$ cat src/rtl/cmp_event_detector.sv
// Debounced relation tracker for an upstream GT/LT/EQ comparator.
// Emits rise/fall pulses and keeps a saturating crossing count with a sticky error flag.
module cmp_event_detector #(
  parameter int unsigned DEBOUNCE  = 3,
  parameter int unsigned CNT_WIDTH = 8
) (
  input  logic                 clk,
  input  logic                 rst_n,
  input  logic                 in_valid,
  input  logic                 GT,
  input  logic                 LT,
  input  logic                 EQ,
  input  logic                 clear,
  output logic [1:0]           state,
  output logic                 rise_pulse,
  output logic                 fall_pulse,
  output logic [CNT_WIDTH-1:0] cross_count,
  output logic                 err
);

  localparam int unsigned RUN_W = 4;

  localparam logic [1:0] ST_UNKNOWN = 2'b00;
  localparam logic [1:0] ST_BELOW   = 2'b01;
  localparam logic [1:0] ST_EQUAL   = 2'b10;
  localparam logic [1:0] ST_ABOVE   = 2'b11;

  localparam logic [RUN_W-1:0]     RUN_TARGET = RUN_W'(DEBOUNCE);
  localparam logic [CNT_WIDTH-1:0] CNT_MAX    = {CNT_WIDTH{1'b1}};

  logic [1:0]           cand;
  logic [RUN_W-1:0]     run;

  logic [1:0]           state_nxt;
  logic [1:0]           cand_nxt;
  logic [RUN_W-1:0]     run_nxt;
  logic [RUN_W-1:0]     run_inc;
  logic                 rise_nxt;
  logic                 fall_nxt;
  logic [CNT_WIDTH-1:0] count_nxt;
  logic                 err_nxt;

  logic                 one_hot;
  logic                 sample_ok;
  logic                 sample_bad;
  logic [1:0]           sample;

  // Exactly one flag set: odd parity but not all three.
  assign one_hot    = (GT ^ LT ^ EQ) & ~(GT & LT & EQ);
  assign sample_ok  = in_valid & one_hot;
  assign sample_bad = in_valid & ~one_hot;

  always_comb begin
    sample = ST_UNKNOWN;
    if (GT)      sample = ST_ABOVE;
    else if (LT) sample = ST_BELOW;
    else if (EQ) sample = ST_EQUAL;
  end

  // Next-state: debounce run, acceptance, pulses, counter and error flag.
  always_comb begin
    state_nxt = state;
    cand_nxt  = cand;
    run_nxt   = run;
    run_inc   = run + RUN_W'(1);
    rise_nxt  = 1'b0;
    fall_nxt  = 1'b0;
    count_nxt = cross_count;
    err_nxt   = err;

    if (sample_ok) begin
      if (sample == state) begin
        run_nxt = '0;
      end else begin
        if (sample == cand) begin
          run_nxt = run_inc;
        end else begin
          cand_nxt = sample;
          run_nxt  = RUN_W'(1);
        end
        if (run_nxt == RUN_TARGET) begin
          state_nxt = sample;
          run_nxt   = '0;
          rise_nxt  = (sample == ST_ABOVE) && ((state == ST_BELOW) || (state == ST_EQUAL));
          fall_nxt  = (sample == ST_BELOW) && ((state == ST_ABOVE) || (state == ST_EQUAL));
        end
      end
    end else if (sample_bad) begin
      err_nxt = 1'b1;
    end

    if ((rise_nxt || fall_nxt) && (cross_count != CNT_MAX)) begin
      count_nxt = cross_count + CNT_WIDTH'(1);
    end

    // Clear dominates any coincident count or error update.
    if (clear) begin
      count_nxt = '0;
      err_nxt   = 1'b0;
    end
  end

  always_ff @(posedge clk or negedge rst_n) begin
    if (!rst_n) begin
      state       <= ST_UNKNOWN;
      cand        <= ST_UNKNOWN;
      run         <= '0;
      rise_pulse  <= 1'b0;
      fall_pulse  <= 1'b0;
      cross_count <= '0;
      err         <= 1'b0;
    end else begin
      state       <= state_nxt;
      cand        <= cand_nxt;
      run         <= run_nxt;
      rise_pulse  <= rise_nxt;
      fall_pulse  <= fall_nxt;
      cross_count <= count_nxt;
      err         <= err_nxt;
    end
  end

endmodule

$ cat config.mk
export PLATFORM = sky130hd
export DESIGN_NAME = cmp_event_detector
export DESIGN_NICKNAME = d
export VERILOG_FILES = /design/src/rtl/cmp_event_detector.sv
export SDC_FILE = /design/constraint.sdc
export NUM_CORES = 1
export LEC_CHECK = 0
export CORE_MARGIN = 1.5
export CORE_UTILIZATION = 52
export DETAILED_ROUTE_END_ITERATION = 10
export PLACE_DENSITY_LB_ADDON = 0.05
export SYNTH_ARGS = -nofsm -noshare
export SYNTH_HDL_FRONTEND = slang
export SYNTH_SLANG_ARGS = --single-unit
$ cat constraint.sdc
create_clock -name clk -period 2.4 [get_ports clk]
set_input_delay 0.24 -clock clk [delete_from_list [all_inputs] [get_ports clk]]
set_output_delay 0.24 -clock clk [all_outputs]
set_load 0.005 [all_outputs]
# ---- After elaboration in Yosys (flattened, before gate mapping)
# Cells that the tools add are included.
dict set report word_totals {
  reg_bits 19
  word_cells 60
}
dict set report classes {
  eq_ne 10
  reduce_logical 11
  n_mux 19
  add_sub_neg 2
  bitwise_logic 11
}
# operator n
set op_table {}
lappend op_table {{$mux W4} 5}
lappend op_table {{$mux W8} 2}
lappend op_table {{$mux W1} 9}
lappend op_table {{$add A8 B1 Y8 const B} 1}
lappend op_table {{$ne A8 B8 Y1 const B} 1}
lappend op_table {{$eq A2 B2 Y1 const B} 3}
lappend op_table {{$mux W2} 3}
lappend op_table {{$reduce_and A3 Y1} 2}
lappend op_table {{$and A1 B1 Y1} 5}
lappend op_table {{$add A4 B1 Y4 const B} 1}
lappend op_table {{$eq A2 B1 Y1 const B} 2}
lappend op_table {{$eq A2 B2 Y1} 2}
lappend op_table {{$eq A4 B2 Y1 const B} 1}
lappend op_table {{$not A1 Y1} 4}
lappend op_table {{$reduce_bool A2 Y1} 2}
lappend op_table {{$logic_and A1 B1 Y1} 3}
lappend op_table {{$logic_or A1 B1 Y1} 3}
lappend op_table {{$ne A2 B2 Y1 const B} 1}
lappend op_table {{$reduce_and A2 Y1} 1}
lappend op_table {{$xor A1 B1 Y1} 2}

# ---- Logic depth before layout (Yosys ltp)
dict set report depth {
  depth_word 15
  ltp_mapped 8
  ltp_nobuf 7
}

# ---- Worst setup path before layout
# No wires, ideal clock.
dict set report synth_timing {
  path_kind {flip-flop to flip-flop}
  startpoint {register run[0]}
  endpoint {register cross_count[0]}
  arrival_time_ps 2005
  setup_ps 125
  t_required_ps 2275
  slack_ps 270
  path_stages_with_launch 7
  path_cell_list {dfrtp_1 > ha_1 > xor2_1 > nor3_1 > o2111ai_2 > nor3_1 > mux2_2}
}
dict set report synth_via {
  elab_chain_cells 11
  word_cells_on_any_way 14
  cone_classes {add/sub (1); eq/ne (1); mux (9); reduce/logical (3)}
}
# element line
set synth_lines {}
lappend synth_lines {{from (decl)} 32} ;# logic [RUN_W-1:0] run;
lappend synth_lines {{from (signal assigned)} 115} ;# run <= run_nxt;
lappend synth_lines {{$add A4 B1 Y4 *} 65} ;# run_inc = run + RUN_W'(1);
lappend synth_lines {{$mux W4 *} 75} ;# if (sample == cand) begin
lappend synth_lines {{$mux W4 *} 72} ;# if (sample == state) begin
lappend synth_lines {{$mux W4 *} 71} ;# if (sample_ok) begin
lappend synth_lines {{$eq A4 B2 Y1 *} 81} ;# if (run_nxt == RUN_TARGET) begin
lappend synth_lines {{$mux W1} 81}
lappend synth_lines {{$mux W1} 72}
lappend synth_lines {{$mux W1} 71}
lappend synth_lines {{$logic_or A1 B1 Y1 *} 92} ;# if ((rise_nxt || fall_nxt) && (cross_count != CNT_MAX)) begin
lappend synth_lines {{$logic_and A1 B1 Y1 *} 92}
lappend synth_lines {{$reduce_bool A2 Y1 (no line) *} -}
lappend synth_lines {{to (signal assigned)} 118} ;# cross_count <= count_nxt;
lappend synth_lines {{to (decl)} 17} ;# output logic [CNT_WIDTH-1:0] cross_count,
# Mark *: on every way between the ends. The rest lies on a longest branch, timed or not. The select of a mux whose other input is x is not followed.
# A chain may end at the register's enable or synchronous reset.

# ---- Final worst setup path
dict set report layout_timing {
  startpoint {input GT}
  endpoint {register cross_count[6]}
}
dict set report layout_via {
  elab_chain_cells 12
  word_cells_on_any_way 27
  cone_classes {eq/ne (5); mux (10); bitwise (7); reduce/logical (5)}
}
# element line
set layout_lines {}
lappend layout_lines {{from (decl)} 10} ;# input logic GT,
lappend layout_lines {{$mux W2} 55} ;# if (GT) sample = ST_ABOVE;
lappend layout_lines {{$eq A2 B2 Y1} 75}
lappend layout_lines {{$mux W4} 75}
lappend layout_lines {{$mux W4} 72}
lappend layout_lines {{$mux W4} 71}
lappend layout_lines {{$eq A4 B2 Y1} 81}
lappend layout_lines {{$mux W1} 81}
lappend layout_lines {{$mux W1} 72}
lappend layout_lines {{$mux W1} 71}
lappend layout_lines {{$logic_or A1 B1 Y1 *} 92}
lappend layout_lines {{$logic_and A1 B1 Y1 *} 92}
lappend layout_lines {{$reduce_bool A2 Y1 (no line) *} -}
# Marked as above.

==> summary.txt <==
CTS
  – Worst skew pair latency: 290 ps
  – CTS tree: built
  – CTS HTree Levels: 1
  – Sink Count: 19
  – Clk slew on worst S/H paths: 110 ps
  – Num CTS Buffers: 3
  – CTS max path bufs: 2
  – Post-CTS setup buffers: 0
  – # hold bufs at CTS: 0
  – CTS resizes: 0
  – Root Buffer: clkbuf_4

Pwr
  – Power Density: 614 mW/mm^2
  – Static leakage: 0.706 nW
  – Maximum vdd ir drop: 0.449 mV

Run
  – Max Cap Viol: 0

Synthesis
  – Mux cell area share after synthesis: 0.108
  – Flops & latches, synth: 19
  – Ys Warns: 0
  – Compound-Gate Fraction of Synth Area: 0.132
  – Simple-gate area share of the yosys netlist: 0.253
  – Synthesized-area fraction occupied by adder cells: 0.0722
  – Post-Synth XOR/XNOR Area: 0.0144
  – Mapped Nets: 136
  – Synth Area per Inst: 9.94 sq um
  – Synthesized area: 0.00121 sq mm
  – Primary FF master, synth: dfrtp_1
  – Post-Synthesis Cells: 122
  – Main combinational cell family by area after synthesis: simple AND/OR/NAND/NOR gates
  – EDFF count, synth: 0
  – Seq/Total Area, Yosys: 0.392
  – FFs w/ async S/R, synth: 1.00
  – Count of different cell masters after synthesis: 38

GRT
  – GR Util met2: 0.390
  – GRT met3 Usage: 0.0439
  – Global routing's busiest layer: met2
  – Largest net degree at the start of global routing: 20
  – Vias in the first global route: 1051
  – GR Util All Layers: 0.227
  – Met1 usage: 0.261
  – Initial antenna violation count: 0
  – First-pass GRT wire length: 4420 um
  – Overflow after GRT: 0

Place
  – Placed Cells: 185
  – DP Area: 0.00156 sq mm
  – I/O Buffers: 19
  – DPL Wire Length: 1980 um
  – GP Congestion: 0.798

Finish
  – Design area: 0.00159 sq mm
  – Non-filler cells in the finished layout: 189
  – Share of layout cells above drive strength 1: 0.230
  – Layout area overhead: 31.3%
  – Nets: 176
  – Layout fillers: 174
  – Inserted Diodes: 0

Critical path
  – Slowest stage delay, CP: 490 ps
  – Arrival @ worst endpoint: 2620 ps
  – Worst path buffer plus inverter count: 2
  – Crit path max fanout: 8
  – Critical-path cell list: clkdlybuf4s50_1 > inv_1 > ha_1 > or3b_4 > a21boi_4 > o31ai_2 > nor4_1 > mux2_1
  – Worst setup EP type: flip-flop
  – Worst r2r path cells: 6
  – R2r endpoint: cross_count[6]
  – Critical path class: input pin to flip-flop
  – Reg-to-Reg Start: run[1]
  – Data required, critical path: 2590 ps
  – Delay-heaviest family, CP: simple AND/OR/NAND/NOR gates
  – Slowest-stage cell, CP: clkdlybuf4s50_1
  – R2r setup slk: 30 ps
  – Crit start category: input pin

Die
  – Die Ht: 51.3 um
  – Row count: 17
  – Die area: 0.00263 sq mm
  – Io pins: 20
  – DIE WIDTH: 51.3 um
  – Initial Util: 0.548
  – Core area: 0.00221 sq mm

STA
  – Setup TNS: -39.3 ps
  – Setup-failing EPs final: 1
  – Tcrit/Tclk final: 1.02
  – Worst Slack Setup Final: -39.3 ps
  – Max_slew headroom: 0.598
  – Clk_skew: 0.944 ps
  – Slew Limit Fails: 0
  – Worst-Margin Slew: 599 ps
  – Max Fclk: 410 MHz
  – Min Tclk post-route: 2440 ps
  – Endpoints failing hold: 0

Drt
  – DRT antenna net count: 0
  – DRT Wirelength: 2650 um
  – # DRC: 0
  – Drt first pass iters: 4
  – Iter 0 DRT Violations: 22
  – Vias per inst: 5.56
  – DR WL/cell: 14.0 um
  – Vias: 1051

Outcome
  – Status: complete, but fails checks
  – Failing checks: setup timing

Worst hold path
  – Hold Crit Class: input pin to asynchronous set/reset pin
how the worst max path moves through the flow:
stage	from	to	slack, ps	cells past startpoint
2_1_floorplan	run[0]	cross_count[0]	270	6
3_3_place_gp	GT	cross_count[6]	-210	8
3_5_place_dp	GT	cross_count[4]	-250	8
4_1_cts	GT	cross_count[4]	80	8
5_1_grt	GT	cross_count[6]	-140	8
6_report	GT	cross_count[6]	-40	8
state kept, by name (all words and copies together), names as in the netlist:
signal	cells
err	1
state	2
fall_pulse	1
cand	2
cross_count	8
run	4
rise_pulse	1
power breakdown:
part,total [mW],switching (mW),internal [mW]
clock network,0.162,0.0997,0.0620
registers,0.411,0.0448,0.366
logic,0.405,0.204,0.201
worst reg2reg max path, cell delays in order (launching register included):
cell and delay (ps):
dfrtp_1 420, ha_1 230, xor2_1 160, nor3_1 240
o2111ai_2 350, nor4_1 490, mux2_1 380
cells by family after synthesis:
group                      count (synthesis)
AOI/OAI and AO/OA                         20
xor gates and xnor gates                   2
adders and majority gates                  7
buffers and inverters                      7
DFF                                       19
muxes                                     12
and+or+nand+nor                           55
stage by stage:
stage	hold WS [ps]	power (mW)	util	worst slack [ps]
2_1_floorplan	-55.6	0.644	-	270
3_3_place_gp	481	0.799	0.704	-212
3_5_place_dp	496	0.819	0.704	-253
4_1_cts	269	0.985	0.717	76.5
5_1_grt	291	1.05	0.719	-140
6_report	269	0.978	0.719	-39.3
cell type report:
type                    count  area [sq um]  share of cell area
well taps                  28          35.0              0.0220
clock buffers               3          22.5              0.0142
repair buffers             37           325               0.204
multi-input cells          96           709               0.446
inverters                   5          18.8              0.0118
flip-flops and latches     19           475               0.299
clock inverters             1          5.00             0.00314
placed cells by master, fill, tap and decap left out, types with 2 or more instances in the layout:
cell             count
a21oi_1              2
nand2_1              4
o21a_1               3
mux2i_1              3
o21ai_0              4
clkdlybuf4s50_1     19
mux2_1               3
inv_1                5
clkbuf_4             3
nor4_1               4
nor2_1              11
ha_1                 7
nor2b_1              9
buf_4               18
and4_1               2
nand4_1              2
dfrtp_1             19
nor3_1               6
nand3_1              4
or2_2                3
xor2_1               2
nand2b_1             4
mux2_2               6
Yosys cell counts, types with 2 or more instances:
cell type	number	area, sq um
a21oi_1	2	10.0
and4_1	2	17.5
dfrtp_1	19	475
ha_1	7	87.6
inv_1	5	18.8
mux2_1	3	33.8
mux2_2	6	67.6
mux2i_1	3	30.0
nand2_1	4	15.0
nand2b_1	4	25.0
nand3_1	4	20.0
nand4_1	2	12.5
nor2_1	11	41.3
nor2b_1	9	56.3
nor3_1	6	30.0
nor4_1	5	31.3
o21a_1	3	22.5
o21ai_0	4	20.0
or2_2	3	18.8
xor2_1	2	17.5
metal layers:
metal	wire [um]	vias to the layer above
met5	0	-
met4	52	0
met3	118	6
met2	1330	27
met1	1150	497
li1	-	521
(Power assumes the default switching activity.)
